[src/rtl/instr_fetch_unit_pkg.sv]
// Shared encodings for the instruction fetch unit: fetch FSM states and
// instruction constants.
package instr_fetch_unit_pkg;

  localparam int unsigned INSTR_OPCODE_WIDTH = 7;
  localparam logic [31:0] INSTR_NOP          = 32'h0000_0013;  // addi x0, x0, 0

  typedef enum logic [1:0] {
    StIdle = 2'b00,
    StReq  = 2'b01,
    StWait = 2'b10,
    StDone = 2'b11
  } fetch_state_e;

endpackage

[src/rtl/instr_fetch_unit_if.sv]
// Instruction memory channel: valid/ready request, valid-only response.
interface instr_fetch_unit_if #(
  parameter int unsigned XLEN = 32
);
  logic            imemReqValid;
  logic            imemReqReady;
  logic [XLEN-1:0] imemAddr;
  logic            imemRspValid;
  logic [XLEN-1:0] imemRspData;

  modport master (
    output imemReqValid,
    output imemAddr,
    input  imemReqReady,
    input  imemRspValid,
    input  imemRspData
  );

  modport slave (
    input  imemReqValid,
    input  imemAddr,
    output imemReqReady,
    output imemRspValid,
    output imemRspData
  );
endinterface

[src/rtl/fetch_timeout_counter.sv]
// Cycle counter bounding the time a fetch may spend in REQ+WAIT.
module fetch_timeout_counter #(
  parameter int unsigned TIMEOUT_CYCLES = 255
) (
  input  logic clk,
  input  logic rst_n,
  input  logic clear,
  input  logic enable,
  output logic expired
);

  localparam int unsigned CntW = $clog2(TIMEOUT_CYCLES + 1);

  logic [CntW-1:0] cnt_q, cnt_d;

  // Fires during the last permitted cycle so the abort lands exactly
  // TIMEOUT_CYCLES cycles after entering REQ.
  assign expired = enable && (cnt_q == CntW'(TIMEOUT_CYCLES - 1));

  always_comb begin
    cnt_d = cnt_q;
    if (clear) begin
      cnt_d = '0;
    end else if (enable && !expired) begin
      cnt_d = cnt_q + CntW'(1);
    end
  end

  always_ff @(posedge clk or negedge rst_n) begin
    if (!rst_n) begin
      cnt_q <= '0;
    end else begin
      cnt_q <= cnt_d;
    end
  end

endmodule

[src/rtl/instr_fetch_unit.sv]
// Program counter / instruction register owner; fetches one instruction per
// IRWrite request and stalls the controller via fetchBusy.
module instr_fetch_unit
  import instr_fetch_unit_pkg::*;
#(
  parameter int unsigned     XLEN           = 32,
  parameter logic [XLEN-1:0] RESET_PC       = '0,
  parameter int unsigned     TIMEOUT_CYCLES = 255
) (
  input  logic                          clk,
  input  logic                          rst_n,
  input  logic                          PCWrite,
  input  logic                          IRWrite,
  input  logic [XLEN-1:0]               pcNext,
  instr_fetch_unit_if.master            imem,
  output logic [XLEN-1:0]               pc,
  output logic [XLEN-1:0]               instr,
  output logic [INSTR_OPCODE_WIDTH-1:0] opCode,
  output logic                          fetchBusy,
  output logic                          fetchErr
);

  fetch_state_e    state_q, state_d;
  logic [XLEN-1:0] pc_q, pc_d;
  logic [XLEN-1:0] instr_q, instr_d;
  logic            err_q, err_d;
  logic            tmo_clear, tmo_enable, tmo_expired;

  fetch_timeout_counter #(
    .TIMEOUT_CYCLES(TIMEOUT_CYCLES)
  ) u_timeout (
    .clk    (clk),
    .rst_n  (rst_n),
    .clear  (tmo_clear),
    .enable (tmo_enable),
    .expired(tmo_expired)
  );

  assign tmo_clear  = (state_q == StIdle) && IRWrite;
  assign tmo_enable = (state_q == StReq) || (state_q == StWait);

  always_comb begin
    state_d = state_q;
    pc_d    = pc_q;
    instr_d = instr_q;
    err_d   = err_q;

    unique case (state_q)
      StIdle: begin
        // A same-cycle PCWrite lands before REQ, so the fetch uses the new PC.
        if (PCWrite) begin
          if (pcNext[1:0] == 2'b00) begin
            pc_d = pcNext;
          end else begin
            err_d = 1'b1;
          end
        end
        if (IRWrite) begin
          state_d = StReq;
        end
      end
      StReq: begin
        if (tmo_expired) begin
          err_d   = 1'b1;
          instr_d = XLEN'(INSTR_NOP);
          state_d = StDone;
        end else if (imem.imemReqReady) begin
          state_d = StWait;
        end
      end
      StWait: begin
        if (tmo_expired) begin
          err_d   = 1'b1;
          instr_d = XLEN'(INSTR_NOP);
          state_d = StDone;
        end else if (imem.imemRspValid) begin
          instr_d = imem.imemRspData;
          state_d = StDone;
        end
      end
      StDone: begin
        state_d = StIdle;
      end
      default: begin
        state_d = StIdle;
      end
    endcase
  end

  always_ff @(posedge clk or negedge rst_n) begin
    if (!rst_n) begin
      state_q <= StIdle;
      pc_q    <= RESET_PC;
      instr_q <= XLEN'(INSTR_NOP);
      err_q   <= 1'b0;
    end else begin
      state_q <= state_d;
      pc_q    <= pc_d;
      instr_q <= instr_d;
      err_q   <= err_d;
    end
  end

  // Request is a pure function of state, so reset drops it asynchronously.
  assign imem.imemReqValid = (state_q == StReq);
  assign imem.imemAddr     = pc_q;

  assign pc        = pc_q;
  assign instr     = instr_q;
  assign opCode    = instr_q[INSTR_OPCODE_WIDTH-1:0];
  assign fetchErr  = err_q;
  assign fetchBusy = (state_q == StReq) || (state_q == StWait) ||
                     ((state_q == StIdle) && IRWrite);

endmodule

[src/flat_wrapper.sv]
// flat-port wrapper written by rule: the top's interface ports become plain ports
module instr_fetch_unit_flat import instr_fetch_unit_pkg::*;
#(
  parameter int unsigned     XLEN           = 32,
  parameter logic [XLEN-1:0] RESET_PC       = '0,
  parameter int unsigned     TIMEOUT_CYCLES = 255
)
  (clk, rst_n, PCWrite, IRWrite, pcNext, pc, instr, opCode, fetchBusy, fetchErr, imem_imemReqValid, imem_imemAddr, imem_imemReqReady, imem_imemRspValid, imem_imemRspData);
  instr_fetch_unit_if #(.XLEN(XLEN)) imem_i ();
  input  logic clk;
  input  logic rst_n;
  input  logic PCWrite;
  input  logic IRWrite;
  input  logic [XLEN-1:0] pcNext;
  output logic [XLEN-1:0] pc;
  output logic [XLEN-1:0] instr;
  output logic [INSTR_OPCODE_WIDTH-1:0] opCode;
  output logic fetchBusy;
  output logic fetchErr;
  output wire logic [$bits(imem_i.imemReqValid)-1:0] imem_imemReqValid;
  output wire logic [$bits(imem_i.imemAddr)-1:0] imem_imemAddr;
  input wire logic [$bits(imem_i.imemReqReady)-1:0] imem_imemReqReady;
  input wire logic [$bits(imem_i.imemRspValid)-1:0] imem_imemRspValid;
  input wire logic [$bits(imem_i.imemRspData)-1:0] imem_imemRspData;
  assign imem_imemReqValid = imem_i.imemReqValid;
  assign imem_imemAddr = imem_i.imemAddr;
  assign imem_i.imemReqReady = imem_imemReqReady;
  assign imem_i.imemRspValid = imem_imemRspValid;
  assign imem_i.imemRspData = imem_imemRspData;
  instr_fetch_unit #(.XLEN(XLEN), .RESET_PC(RESET_PC), .TIMEOUT_CYCLES(TIMEOUT_CYCLES)) u_core (.clk(clk), .rst_n(rst_n), .PCWrite(PCWrite), .IRWrite(IRWrite), .pcNext(pcNext), .imem(imem_i), .pc(pc), .instr(instr), .opCode(opCode), .fetchBusy(fetchBusy), .fetchErr(fetchErr));
endmodule
[config.mk]
export PLATFORM = sky130hd
export DESIGN_NAME = instr_fetch_unit_flat
export DESIGN_NICKNAME = d
export VERILOG_FILES = /design/src/rtl/instr_fetch_unit_pkg.sv /design/src/rtl/instr_fetch_unit_if.sv /design/src/rtl/fetch_timeout_counter.sv /design/src/rtl/instr_fetch_unit.sv /design/src/flat_wrapper.sv
export SDC_FILE = /design/constraint.sdc
export NUM_CORES = 1
export LEC_CHECK = 0
export ABC_AREA = 1
export CAP_MARGIN = 10
export CORE_MARGIN = 2
export CORE_UTILIZATION = 41
export CTS_CLUSTER_DIAMETER = 60
export DETAILED_ROUTE_END_ITERATION = 8
export PLACE_DENSITY_LB_ADDON = 0.05
export SYNTH_ARGS = -nofsm -noshare
export SYNTH_HDL_FRONTEND = slang
export SYNTH_HIERARCHICAL = 1
export SYNTH_SLANG_ARGS = --single-unit
[constraint.sdc]
create_clock -name clk -period 2.35 [get_ports clk]
set_input_delay 0.235 -clock clk [delete_from_list [all_inputs] [get_ports clk]]
set_output_delay 0.235 -clock clk [all_outputs]
set_load 0.005 [all_outputs]
# Yosys cells after proc, flatten, opt, wreduce, memory -nomap -nowiden
# Cells that the tools add are included.
# word_totals
ff_bits	75
output_inout_bits	106
input_bits	70
rom_bits	0
latch_bits	0
wordCells	49
ramBits	0
mem_count	0
# classes
mul	0
bitwise_logic	0
n_shift	0
n_eq_ne	11
reduce_logical	16
n_addsub	1
n_lt_le_gt_ge	0
muxes	16
n_div	0
# ops
op	count
two-way mux 32 bit	3
case mux 32 bit (2 select lines)	1
two-way mux 8 bit	2
two-way mux 2 bit	5
AND reduction 3 bit	3
adder 8 x 1 -> 8 bit, second input constant	1
== test 8 bit, second input constant	1
case mux 2 bit (4 select lines)	1
!= test 2 bit, second input constant	3
nonzero test 2 bit	3
== test 2 bit, second input constant	2
logical NOT 2 bit	2
!= test 2 x 1 -> 1 bit, second input constant	2
AND reduction 4 bit	1
logical AND 1 bit	3
two-way mux 1 bit	3
!= test 3 x 1 -> 1 bit, second input constant	1
!= test 3 bit, second input constant	1
== test 2 x 1 -> 1 bit, second input constant	1
logical OR 1 bit	2
case mux 1 bit (2 select lines)	1
OR reduction 2 bit	1
logical NOT 1 bit	1

# Logic depth before layout (Yosys ltp)
# depth
ltp_word	7
depth_mapped	12

# Modules after synthesis
# The synthesis kept the hierarchy.
# by_module_without_submodules
mod	instances	cells_per_inst	area_each_um2	seq_area_each_um2
instr_fetch_unit	1	358	3134.3	1680.4
fetch_timeout_counter	1	72	534.3	200.2

# Worst setup path before layout
# Ideal clock, no wire load.
# synth_path
kind	register to register
from	register u_core.state_q[0]
to	register u_core.instr_q[2], in the netlist u_core/instr[2]
stages_incl_launch_ff	11
setup_slack_ns	0.335
arrival_time_ns	1.894
period_less_slack_ns	2.015
t_required_ns	2.229
cell_sequence	dfrtp_1 -> inv_1 -> ha_1 -> inv_1 -> nor2_1 -> inv_1 -> o21ai_2 -> nand2_4 -> buf_2 -> nand2_1 -> o21ai_1
# synth_between
elab_chain_len	5
# synth_rtl
element	line	source
start: declaration	instr_fetch_unit.sv:23	fetch_state_e state_q, state_d;
start signal: assignment	instr_fetch_unit.sv:92	state_q <= StIdle;
start signal: assignment	instr_fetch_unit.sv:97	state_q <= state_d;
== test 2 x 1 -> 1 bit / == test 2 bit (equally long branches)	instr_fetch_unit.sv:40	assign tmo_enable = (state_q == StReq) || (state_q == StWait);
logical OR 1 bit *	instr_fetch_unit.sv:40	
logical AND 1 bit *	fetch_timeout_counter.sv:18	assign expired = enable && (cnt_q == CntW'(TIMEOUT_CYCLES - 1));
named net u_core.tmo_expired	instr_fetch_unit.sv:27	logic tmo_clear, tmo_enable, tmo_expired;
!= test 3 bit (no source line) (tied with other cells)	-	
AND reduction 3 bit (no source line) / case mux 32 bit (2 select lines) (equally long branches)	-	
end signal: assignment	instr_fetch_unit.sv:94	instr_q <= XLEN'(INSTR_NOP);
end signal: assignment	instr_fetch_unit.sv:99	instr_q <= instr_d;
end: declaration	instr_fetch_unit.sv:25	logic [XLEN-1:0] instr_q, instr_d;
# Mark *: on every way through the listed nets, which the timed path passes. The rest lies on a longest branch.
# A chain may end at the register's enable or synchronous reset.

# Worst setup path in the final report
# layout_path
from	register u_core.state_q[0]
to	output port fetchBusy
# layout_between
elab_chain_len	3
# layout_rtl
element	line	source
== test 2 x 1 -> 1 bit (tied with other cells)	instr_fetch_unit.sv:112	assign fetchBusy = (state_q == StReq) || (state_q == StWait) ||
logical OR 1 bit / logical AND 1 bit (equally long branches)	instr_fetch_unit.sv:112, instr_fetch_unit.sv:113	
logical OR 1 bit *	instr_fetch_unit.sv:112	
end: declaration	flat_wrapper.sv:18	output logic fetchBusy;
# Mark *: on every way between the ends. The rest lies on a longest branch, timed or not.

==> summary.txt <==
Status -> complete, no violations
Via density -> 4.61
Gate Count Post-Synth -> 430
Final ANT Viol Nets -> 0
Final HPWL DP -> 6710 µm
Post-CTS setup buffer count -> 0
Power share of the clock group -> 17.8%
Diodes inserted -> 0
Placed cells -> 664
Synthesized flop and latch total -> 75
Final wirelength -> 9190 µm
Chip width -> 98.6 µm
Crit Path Class -> reg -> out
Crit start category -> register
Root buffer cell -> clkbuf_8
Syn-to-layout area delta -> 47.8%
I/O pin count -> 176
Syn_nets -> 508
Switch share -> 34.0%
Number of flops mapped to enable cells by yosys -> 0
Sequential share of the synthesized area -> 51.3%
WL per Instance -> 13.5 µm
Num CTS Buffers -> 9
Gr usage total -> 19.2%
Vias in the first global route -> 2961
Dpl cell area -> 5180 µm²
Max Clock Freq -> 445 MHz
CP max FO -> 7
Largest net degree at the start of global routing -> 76
Peak supply drop -> 582 µV
PwrDens -> 1130 nW/µm²
Fin crit period -> 2.25 ns
Reported net switching power -> 2.08 mW
Iteration-0 DRC Markers -> 82
Post-Syn Area -> 3670 µm²
First-pass GRT wire length -> 14800 µm
CTS sink cnt -> 75
Die Y -> 98.6 µm
Synth unique cells -> 26
Non-Filler Instances -> 681
Std cell rows -> 34
Share of layout cells above drive strength 1 -> 6.46%
Main synth FF type -> dfrtp_1
Slew Viols, Final -> 0
Final Hold Fails -> 0
Leakage -> 2.49 nW
Avg Inst Size Synth -> 8.53 µm²
Layout Skew -> 0.00933 ns
Endpoint type of the worst setup path -> output pin
Worst-path clk slew -> 0.08 ns
Synth async-reset ratio -> 100%
Fin crit share -> 95.6%
Sequential power share -> 34.6%
Cell area after layout -> 5420 µm²
RePlAce Congestion -> 0.796
Starting Density -> 42.3%
I/O Buffers -> 175
CTS H-tree lvls -> 3
Antenna violations before repair -> 0
Share of Yosys cell area claimed by the top area cell type -> 49.1%
Worst-Margin Slew -> 0.519 ns
Slew margin rel. -> 65.3%
Total grt overflow -> 0
Worst-skew pair later-pin latency -> 0.35 ns
Die area -> 9720 µm²
CTS tree -> done
Final Net Count -> 646
Part of the power in combinational logic -> 47.6%
Vias post-DR -> 3138
CORE AREA -> 8680 µm²
Int Power -> 4.04 mW
Pre-antenna DRT Iters -> 4
Ys Warns -> 6
Cell taking the most area after synthesis -> dfrtp_1
Synth area leaders -> dfrtp_1, nand2_1, buf_4
Clock Tree Buf Depth -> 2
Arr. time, crit path -> 2.01 ns
Max cap viols -> 0
Worst Path Required -> 2.12 ns
Residual DRC -> 0
Final setup violation count -> 0
Worst min path class -> in -> reg
[worst max-delay path, cell delays in order (launching register included)]
cell and delay (ns):
dfrtp_1 0.44, inv_1 0.14, ha_2 0.43, inv_1 0.10, nand2_1 0.07, clkdlybuf4s50_1 0.49
[registers in the layout (all words and copies together) (netlist names)]
| name | cells |
|---|---|
| u_core/imem.imemAddr | 32 |
| u_core/instr | 32 |
| u_core/u_timeout/cnt_q | 8 |
| u_core/state_q | 2 |
| u_core/fetchErr | 1 |
[cells by family after synthesis]
logic type               share of synthesized area, %
buffers and inverters                            13.7
XOR/XNOR                                        0.716
AO/OA/AOI/OAI                                    5.35
adder cells (fa/ha/maj)                          2.73
AND/OR/NAND/NOR                                  26.3
flip-flops                                       51.3
[worst paths after layout]
| check | depth (start not counted) | from | end | slack [ns] |
|---|---|---|---|---|
| worst max register to register | 9 | u_core/state_q[0]$_DFFE_PN0P_ | u_core/instr[30]$_DFFE_PN0P_ | 0.30 |
| min in group asynchronous | 3 | rst_n | u_core/imem.imemAddr[27]$_DFFE_PN0P_ | 0.43 |
| worst min register to register | 2 | u_core/fetchErr$_DFFE_PN0P_ | u_core/fetchErr$_DFFE_PN0P_ | 0.46 |
| max in group asynchronous | 3 | rst_n | u_core/instr[4]$_DFFE_PN1P_ | 1.56 |
| worst max-delay path | 5 | u_core/state_q[0]$_DFFE_PN0P_ | fetchBusy | 0.10 |
| worst min-delay path | 3 | pcNext[20] | u_core/imem.imemAddr[20]$_DFFE_PN0P_ | 0.42 |
[through the flow]
step	hold WS, ns	setup TNS (ns)	total power, mW	setup slack, ns	util (%)
finish	0.422	0	6.12	0.104	62.5
global route	0.414	-0.000961	6.58	-0.000961	62.5
CTS	0.399	0	6.19	0.0324	62.3
detailed placement	0.287	0	5.07	0.169	59.7
global placement	0.289	0	4.99	0.280	59.7
floorplan	-0.0606	0	3.70	0.335	-
[layout by cell type, fill, tap and decap left out]
cell and n:
nand2_1 185, clkdlybuf4s50_1 174, dfrtp_1 72, o21ai_1 33, inv_1 20, nor2_1 18
nand3_1 12, clkbuf_8 10, ha_1 7, buf_4 4, nand4_1 4, dfstp_2 3
nand2_4 3, xor2_1 3, clkinv_2 2, bufinv_16 2, nor2_4 2, a21oi_1 2
nand2_2 2, clkinvlp_4 1, clkbuf_1 1, dlygate4sd3_1 1, o21ai_2 1, or2_1 1
nand2_8 1, nor3_4 1, inv_2 1, nand3b_1 1, o21ai_0 1, o211ai_1 1
ha_2 1, buf_12 1, nor2_2 1, clkinv_4 1
[power by group through the flow]
stage | Sequential, mW | Combinational (mW) | Clock, mW
finish | 2.12 | 2.92 | 1.09
CTS | 2.12 | 2.94 | 1.13
floorplan | 2.10 | 1.60 | 0
global placement | 2.12 | 2.87 | 0
global route | 2.18 | 3.22 | 1.18
detailed placement | 2.14 | 2.93 | 0
[cell usage after synthesis, types with 3 or more instances]
library cell  count
buf_2             4
buf_4            42
buf_6             7
dfrtp_1          72
dfstp_2           3
ha_1              8
inv_1            20
nand2_1         185
nand2_4           4
nand3_1          12
nand4_1           4
nor2_1           18
o21ai_1          33
xor2_1            3
[repair_timing]
action,4_1_cts,5_1_grt
setup endpoints to repair,0,33
gates resized for setup,0,2
hold buffers,1,0
endpoints found under the hold margin,72,0
[final cells by class]
type                       instances  area [µm²]
tap                              108         135
clock buffer                      11         141
clock inverter                     5        77.6
inverter                          22        87.6
timing repair buffer             180        1800
multi-input combinational        280        1300
sequential                        75        1880
fill                             791        3260
[layer usage]
metal / vias up / wire (µm) / global-route usage [%]
li1: 1568 / - / -
met1: 1438 / 4150 / 25.4
met2: 119 / 4330 / 31.0
met3: 13 / 546 / 4.47
met4: 0 / 159 / 7.06
met5: - / 0 / 0
Power figures use the tool's default switching activity.
